File: config.mk
export PLATFORM = sky130hd
export DESIGN_NAME = spi_txn_arbiter
export DESIGN_NICKNAME = d
export VERILOG_FILES = /design/src/rtl/spi_arb_pkg.sv /design/src/rtl/spi_txn_arbiter_rr_picker.sv /design/src/rtl/spi_txn_arbiter.sv
export SDC_FILE = /design/constraint.sdc
export NUM_CORES = 1
export LEC_CHECK = 0
export BUFFER_PORTS_ARGS = -buffer_cell sky130_fd_sc_hd__buf_2
export CORE_MARGIN = 2
export CORE_UTILIZATION = 47
export DETAILED_ROUTE_END_ITERATION = 7
export PLACE_DENSITY = 0.75
export REMOVE_ABC_BUFFERS = 1
export SLEW_MARGIN = 20
export SYNTH_ARGS = -nofsm -noshare
export SYNTH_HDL_FRONTEND = slang
export SYNTH_SLANG_ARGS = --single-unit
File: constraint.sdc
create_clock -name CLK -period 1.9 [get_ports CLK]
set_clock_uncertainty 0.1 [all_clocks]
set_input_delay 0.095 -clock CLK [delete_from_list [all_inputs] [get_ports CLK]]
set_output_delay 0.095 -clock CLK [all_outputs]
set_load 0.03 [all_outputs]
File: src/rtl/spi_arb_pkg.sv
// Shared constants and state encoding for the SPI transaction arbiter.
// Delay counter and byte-length widths live here so all users agree.
package spi_arb_pkg;

   localparam int LEN_W = 3;
   localparam int CNT_W = 16;

   localparam int DEF_CS_SETUP_CLKS  = 500;
   localparam int DEF_INTERBYTE_CLKS = 300;
   localparam int DEF_CS_HOLD_CLKS   = 800;

   localparam logic [2:0] ST_IDLE  = 3'd0;
   localparam logic [2:0] ST_SETUP = 3'd1;
   localparam logic [2:0] ST_SEND  = 3'd2;
   localparam logic [2:0] ST_WAIT  = 3'd3;
   localparam logic [2:0] ST_GAP   = 3'd4;
   localparam logic [2:0] ST_HOLD  = 3'd5;

   typedef enum logic [2:0] {
      S_IDLE  = ST_IDLE,
      S_SETUP = ST_SETUP,
      S_SEND  = ST_SEND,
      S_WAIT  = ST_WAIT,
      S_GAP   = ST_GAP,
      S_HOLD  = ST_HOLD
   } state_e;

endpackage

File: src/rtl/spi_txn_arbiter_rr_picker.sv
// Combinational round-robin select: first requester strictly after
// the last-grant pointer, wrapping back to client 0.
module rr_picker #(
   parameter int N  = 2,
   parameter int IW = (N > 1) ? $clog2(N) : 1
) (
   input  logic [N-1:0]  req,
   input  logic [IW-1:0] ptr,
   output logic [N-1:0]  gnt,
   output logic [IW-1:0] idx,
   output logic          any
);

   // Search above the pointer first, then wrap to the low clients
   always_comb begin
      gnt = '0;
      idx = '0;
      any = 1'b0;
      for (int i = 0; i < N; i++) begin
         if (!any && req[i] && (IW'(i) > ptr)) begin
            gnt[i] = 1'b1;
            idx    = IW'(i);
            any    = 1'b1;
         end
      end
      for (int i = 0; i < N; i++) begin
         if (!any && req[i]) begin
            gnt[i] = 1'b1;
            idx    = IW'(i);
            any    = 1'b1;
         end
      end
   end

endmodule

File: src/rtl/spi_txn_arbiter.sv
// Shares one SPI_Master byte interface between several CS-framed
// clients, granting whole transactions round-robin with CS delays.
module spi_txn_arbiter
   import spi_arb_pkg::*;
#(
   parameter int NUM_CLIENTS    = 2,
   parameter int CS_SETUP_CLKS  = DEF_CS_SETUP_CLKS,
   parameter int INTERBYTE_CLKS = DEF_INTERBYTE_CLKS,
   parameter int CS_HOLD_CLKS   = DEF_CS_HOLD_CLKS
) (
   input  logic                         CLK,
   input  logic                         RST,
   input  logic [NUM_CLIENTS-1:0]       REQ,
   input  logic [3*NUM_CLIENTS-1:0]     LEN,
   input  logic [8*NUM_CLIENTS-1:0]     TX_BYTE,
   output logic [NUM_CLIENTS-1:0]       GNT,
   output logic [2:0]                   BYTE_INDEX,
   output logic [NUM_CLIENTS-1:0]       RX_DV,
   output logic [7:0]                   RX_BYTE,
   output logic [NUM_CLIENTS-1:0]       DONE,
   output logic [NUM_CLIENTS-1:0]       CS_n,
   output logic [7:0]                   SPI_TX_BYTE,
   output logic                         SPI_TX_DV,
   input  logic                         SPI_TX_READY,
   input  logic                         SPI_RX_DV,
   input  logic [7:0]                   SPI_RX_BYTE
);

   localparam int N  = NUM_CLIENTS;
   localparam int IW = $clog2(N);

   localparam logic [CNT_W-1:0] SETUP_CNT = CNT_W'(CS_SETUP_CLKS);
   localparam logic [CNT_W-1:0] GAP_CNT   = CNT_W'(INTERBYTE_CLKS);
   localparam logic [CNT_W-1:0] HOLD_CNT  = CNT_W'(CS_HOLD_CLKS);

   state_e             state_q, state_d;
   logic [N-1:0]       gnt_q, gnt_d;
   logic [N-1:0]       cs_n_q, cs_n_d;
   logic [N-1:0]       rx_dv_q, rx_dv_d;
   logic [N-1:0]       done_q, done_d;
   logic [LEN_W-1:0]   len_q, len_d;
   logic [LEN_W-1:0]   byte_idx_q, byte_idx_d;
   logic [CNT_W-1:0]   cnt_q, cnt_d;
   logic [IW-1:0]      ptr_q, ptr_d;
   logic [7:0]         spi_tx_byte_q, spi_tx_byte_d;
   logic [7:0]         rx_byte_q, rx_byte_d;
   logic               spi_tx_dv_q, spi_tx_dv_d;

   logic [N-1:0]       pick_gnt;
   logic [IW-1:0]      pick_idx;
   logic               pick_any;
   logic [7:0]         tx_sel;
   logic [LEN_W-1:0]   pick_len;

   rr_picker #(
      .N  (N),
      .IW (IW)
   ) u_picker (
      .req (REQ),
      .ptr (ptr_q),
      .gnt (pick_gnt),
      .idx (pick_idx),
      .any (pick_any)
   );

   // Per-client muxes: granted TX byte and the winner's length
   always_comb begin
      tx_sel   = '0;
      pick_len = '0;
      for (int i = 0; i < N; i++) begin
         if (IW'(i) == ptr_q) tx_sel = TX_BYTE[i*8 +: 8];
         if (IW'(i) == pick_idx) pick_len = LEN[i*LEN_W +: LEN_W];
      end
   end

   // Transaction sequencer: arbitration, CS framing, delays, byte handshake
   always_comb begin
      state_d       = state_q;
      gnt_d         = gnt_q;
      cs_n_d        = cs_n_q;
      len_d         = len_q;
      byte_idx_d    = byte_idx_q;
      cnt_d         = cnt_q;
      ptr_d         = ptr_q;
      spi_tx_byte_d = spi_tx_byte_q;
      rx_byte_d     = rx_byte_q;
      spi_tx_dv_d   = 1'b0;
      rx_dv_d       = '0;
      done_d        = '0;
      unique case (state_q)
         S_IDLE: begin
            if (pick_any) begin
               gnt_d      = pick_gnt;
               cs_n_d     = ~pick_gnt;
               len_d      = pick_len;
               byte_idx_d = '0;
               cnt_d      = SETUP_CNT;
               ptr_d      = pick_idx;
               state_d    = S_SETUP;
            end
         end
         S_SETUP: begin
            if (cnt_q != '0) cnt_d = cnt_q - 1'b1;
            else state_d = S_SEND;
         end
         S_SEND: begin
            if (SPI_TX_READY) begin
               spi_tx_byte_d = tx_sel;
               spi_tx_dv_d   = 1'b1;
               state_d       = S_WAIT;
            end
         end
         S_WAIT: begin
            if (SPI_RX_DV) begin
               rx_byte_d = SPI_RX_BYTE;
               rx_dv_d   = gnt_q;
               if (byte_idx_q == len_q) begin
                  cs_n_d  = '1;
                  done_d  = gnt_q;
                  cnt_d   = HOLD_CNT;
                  state_d = S_HOLD;
               end else begin
                  cnt_d   = GAP_CNT;
                  state_d = S_GAP;
               end
            end
         end
         S_GAP: begin
            // Index moves once the client has seen RX_DV with the old one
            if (rx_dv_q != '0) byte_idx_d = byte_idx_q + 1'b1;
            if (cnt_q != '0) cnt_d = cnt_q - 1'b1;
            else state_d = S_SEND;
         end
         S_HOLD: begin
            if (cnt_q != '0) begin
               cnt_d = cnt_q - 1'b1;
            end else begin
               gnt_d   = '0;
               state_d = S_IDLE;
            end
         end
         default: state_d = S_IDLE;
      endcase
   end

   // State and output registers with synchronous reset
   always_ff @(posedge CLK) begin
      if (RST) begin
         state_q       <= S_IDLE;
         gnt_q         <= '0;
         cs_n_q        <= '1;
         len_q         <= '0;
         byte_idx_q    <= '0;
         cnt_q         <= '0;
         ptr_q         <= IW'(N - 1);
         spi_tx_byte_q <= '0;
         rx_byte_q     <= '0;
         spi_tx_dv_q   <= 1'b0;
         rx_dv_q       <= '0;
         done_q        <= '0;
      end else begin
         state_q       <= state_d;
         gnt_q         <= gnt_d;
         cs_n_q        <= cs_n_d;
         len_q         <= len_d;
         byte_idx_q    <= byte_idx_d;
         cnt_q         <= cnt_d;
         ptr_q         <= ptr_d;
         spi_tx_byte_q <= spi_tx_byte_d;
         rx_byte_q     <= rx_byte_d;
         spi_tx_dv_q   <= spi_tx_dv_d;
         rx_dv_q       <= rx_dv_d;
         done_q        <= done_d;
      end
   end

   // Chip selects release the instant reset is seen
   assign CS_n        = cs_n_q | {N{RST}};
   assign GNT         = gnt_q;
   assign BYTE_INDEX  = byte_idx_q;
   assign RX_DV       = rx_dv_q;
   assign RX_BYTE     = rx_byte_q;
   assign DONE        = done_q;
   assign SPI_TX_BYTE = spi_tx_byte_q;
   assign SPI_TX_DV   = spi_tx_dv_q;

endmodule
==> reports/results.ini <==
[run_status]
outcome = complete, but fails checks
violations = setup timing

[final_layout]
syn_to_final_growth_pct = 38.0
fin_nets = 437
drive_gt1_share_pct = 35.8
final_area_sq_um = 3420
antenna_cells = 0
fin_cells = 470

[power]
p_comb_share_pct = 47.2
internal_power_mw = 2.38
swShare_pct = 38.5
ir_drop_mv = 0.538
seq_power_share_pct = 35.9
power_density_nw_per_um2 = 1130
leakagePower_nw = 1.56
clkPwrFrac_pct = 16.9
p_switching_mw = 1.49

[synth]
netlist_area_sq_um = 2480
synthCells = 298
synth-edff-count = 0
synth_top_area_share_pct = 41.2
synth_commonest_cells = dfxtp_1 (51), nor2_1 (44), nand2_1 (29)
synthArstFlopShare_pct = 0
synth_ff_type = dfxtp_1
synth_seq_area_share_pct = 41.2
synth_area_leader_cell = dfxtp_1
ys_warn_count = 0
synth_area_leaders = dfxtp_1 (41%), nor2_1 (6.7%), a21oi_1 (5.7%)
synth.distinct_cells = 51
ys_ff_latch = 51
yosysMostFrequentCell = dfxtp_1
synth.avg_cell_area_sq_um = 8.31

[floorplanning]
die_x_um = 76.6
fp.dieH_um = 76.6
die-area_sq_um = 5870
boundaryPins = 64
core_area_sq_um = 5110
initial_core_util_pct = 48.5
rows = 26

[global_routing]
grt_max_degree = 19
grt_antenna_before_repair = 0
grt_pass1_wl_um = 11200
grt_pass1_vias = 2479
overflow = 0
grt_use_total_pct = 23.4

[timing]
finalWorstSetupSlack_ns = -0.122
max_freq_ghz = 0.494
slew_violations = 0
worst_slew_pin_slew_ns = 0.457
fin_crit_sh_pct = 106
finalSetupViolCount = 5
relSlewSlack_pct = 69.5
finalCriticalPeriod_ns = 2.02
hold_viol_final = 0
rsz0062_at_grt = yes

[route]
dr_total_vias = 2587
wl_per_cell_um = 14.4
drtIter0Drc = 154
wirelength_um = 6780
ant_nets = 0
first_pass_iters = 4
vias_per_cell = 5.50
drcViolationCount = 0

[clock_tree]
clk_pin_slew_ns = 0.10
cts_buffers = 5
clk_path_buf_depth = 2
cts_tree = done
ctsRootBufferMaster = clkbuf_8
cts_sinks = 51
h-tree-depth = 2
clk_latency_ns = 0.31

[worst_setup_path]
arrival_ns = 2.17
end_kind = flip-flop
r2r_slack_ns = -0.12
path_class = reg2reg
crit_path_start_kind = flip-flop
critPathMaxFanout = 3
critPathRequiredTime_ns = 2.05

[placement]
io_buffer_count = 63
place_congestion = 0.902
post-dp-hpwl_um = 4640
dpl_cell_area_sq_um = 3100
placed_cells = 450

[worst_hold_path]
min_path_type = in2reg

[run]
cap_violations = 0

==> final cells by class <==
type | instances | area (sq um)
clock inverters | 3 | 22.5
multi-input cells | 223 | 1480
repair buffers | 110 | 701
fillers | 447 | 1690
clock buffers | 5 | 68.8
well taps | 70 | 87.6
flip-flops and latches | 51 | 1030
inverters | 8 | 30.0
==> metrics by stage <==
| step | hold slack (ns) | setup WS, ns | TNS, ns | util (%) | power, mW |
|---|---|---|---|---|---|
| after global routing | 0.0212 | -0.209 | -1.35 | 66.9 | 4.12 |
| after global placement | 0.238 | -0.111 | -0.504 | 60.7 | 2.91 |
| after floorplan | 0.0641 | -0.397 | -3.87 | - | 2.29 |
| after CTS | 0.00554 | -0.109 | -0.299 | 65.1 | 3.71 |
| after detailed placement | 0.244 | -0.222 | -1.10 | 60.7 | 2.95 |
| final | 0.00355 | -0.122 | -0.336 | 66.9 | 3.87 |
==> timing repair <==
| item | 4_1_cts | 5_1_grt |
|---|---|---|
| gates resized for setup | 9 | 21 |
| pin swaps | 5 | 10 |
| endpoints found under the setup margin | 12 | 16 |
| buffers inserted | 1 | 3 |
| endpoints found under the hold margin | 8 | 0 |
| hold buffers | 8 | 0 |
| cloned | 0 | 1 |
==> layout by cell type, fill, tap and decap left out, types with 6 or more instances in the layout <==
master,netlist,routed
dlygate4sd3_1,0,8
a21oi_1,28,27
dfxtp_1,51,46
nand2_1,29,28
nor3_1,9,8
a211oi_1,11,11
and3_1,6,6
mux2i_1,13,13
xor2_1,6,6
nor2_1,44,42
inv_1,8,6
buf_2,2,63
o31ai_1,7,7
buf_4,0,38
==> power by group through the flow <==
stage,registers [mW],clock network (mW),logic (mW)
2_1_floorplan,1.44,0,0.854
3_3_place_gp,1.38,0,1.53
3_5_place_dp,1.39,0,1.57
4_1_cts,1.38,0.669,1.66
5_1_grt,1.41,0.712,1.99
6_report,1.39,0.654,1.83
==> path summary, 6_finish.rpt <==
kind                            depth (start not counted)                          end                     from
worst min-delay path                                    3  SPI_TX_BYTE[4]$_SDFFE_PP0P_               TX_BYTE[4]
worst max-delay path                                    5       cnt_q[13]$_SDFFE_PP0P_    cnt_q[0]$_SDFFE_PP0P_
worst min register to register                          2      RX_BYTE[1]$_SDFFE_PP0P_  RX_BYTE[1]$_SDFFE_PP0P_
worst max register to register                          5       cnt_q[13]$_SDFFE_PP0P_    cnt_q[0]$_SDFFE_PP0P_
==> flip-flops by register name (all words and copies together) (netlist names) <==
register,cells
cnt_q,16
RX_BYTE,8
SPI_TX_BYTE,8
BYTE_INDEX,3
len_q,3
state_q,3
DONE,2
GNT,2
RX_DV,2
cs_n_q,2
SPI_TX_DV,1
ptr_q,1
==> kinds of logic after synthesis <==
kind of cell | count (synthesis) | share of synthesized area (%)
AND/OR/NAND/NOR | 117 | 23.5
AO/OA/AOI/OAI | 84 | 22.8
adder cells (fa/ha/maj) | 2 | 1.01
buffers and inverters | 24 | 3.74
XOR/XNOR | 7 | 2.48
multiplexers | 13 | 5.25
flip-flops | 51 | 41.2
==> per-layer routing <==
metal | share of wire (%) | vias to the layer above | routed length (um) | track usage (%)
li1 | - | 1284 | - | -
met1 | 44 | 1213 | 2990 | 28.6
met2 | 49 | 77 | 3310 | 40.4
met3 | 4.9 | 13 | 330 | 4.15
met4 | 2.1 | 0 | 139 | 9.82
met5 | 0 | - | 0 | 0
==> critical path: stages (launching register included) <==
cell and delay [ns]:
dfxtp_2 0.34, or4_4 0.56, nor3_4 0.27, o41ai_4 0.13, or4_1 0.41, a21oi_1 0.14
No activity file was read; power rests on OpenSTA's default activity.
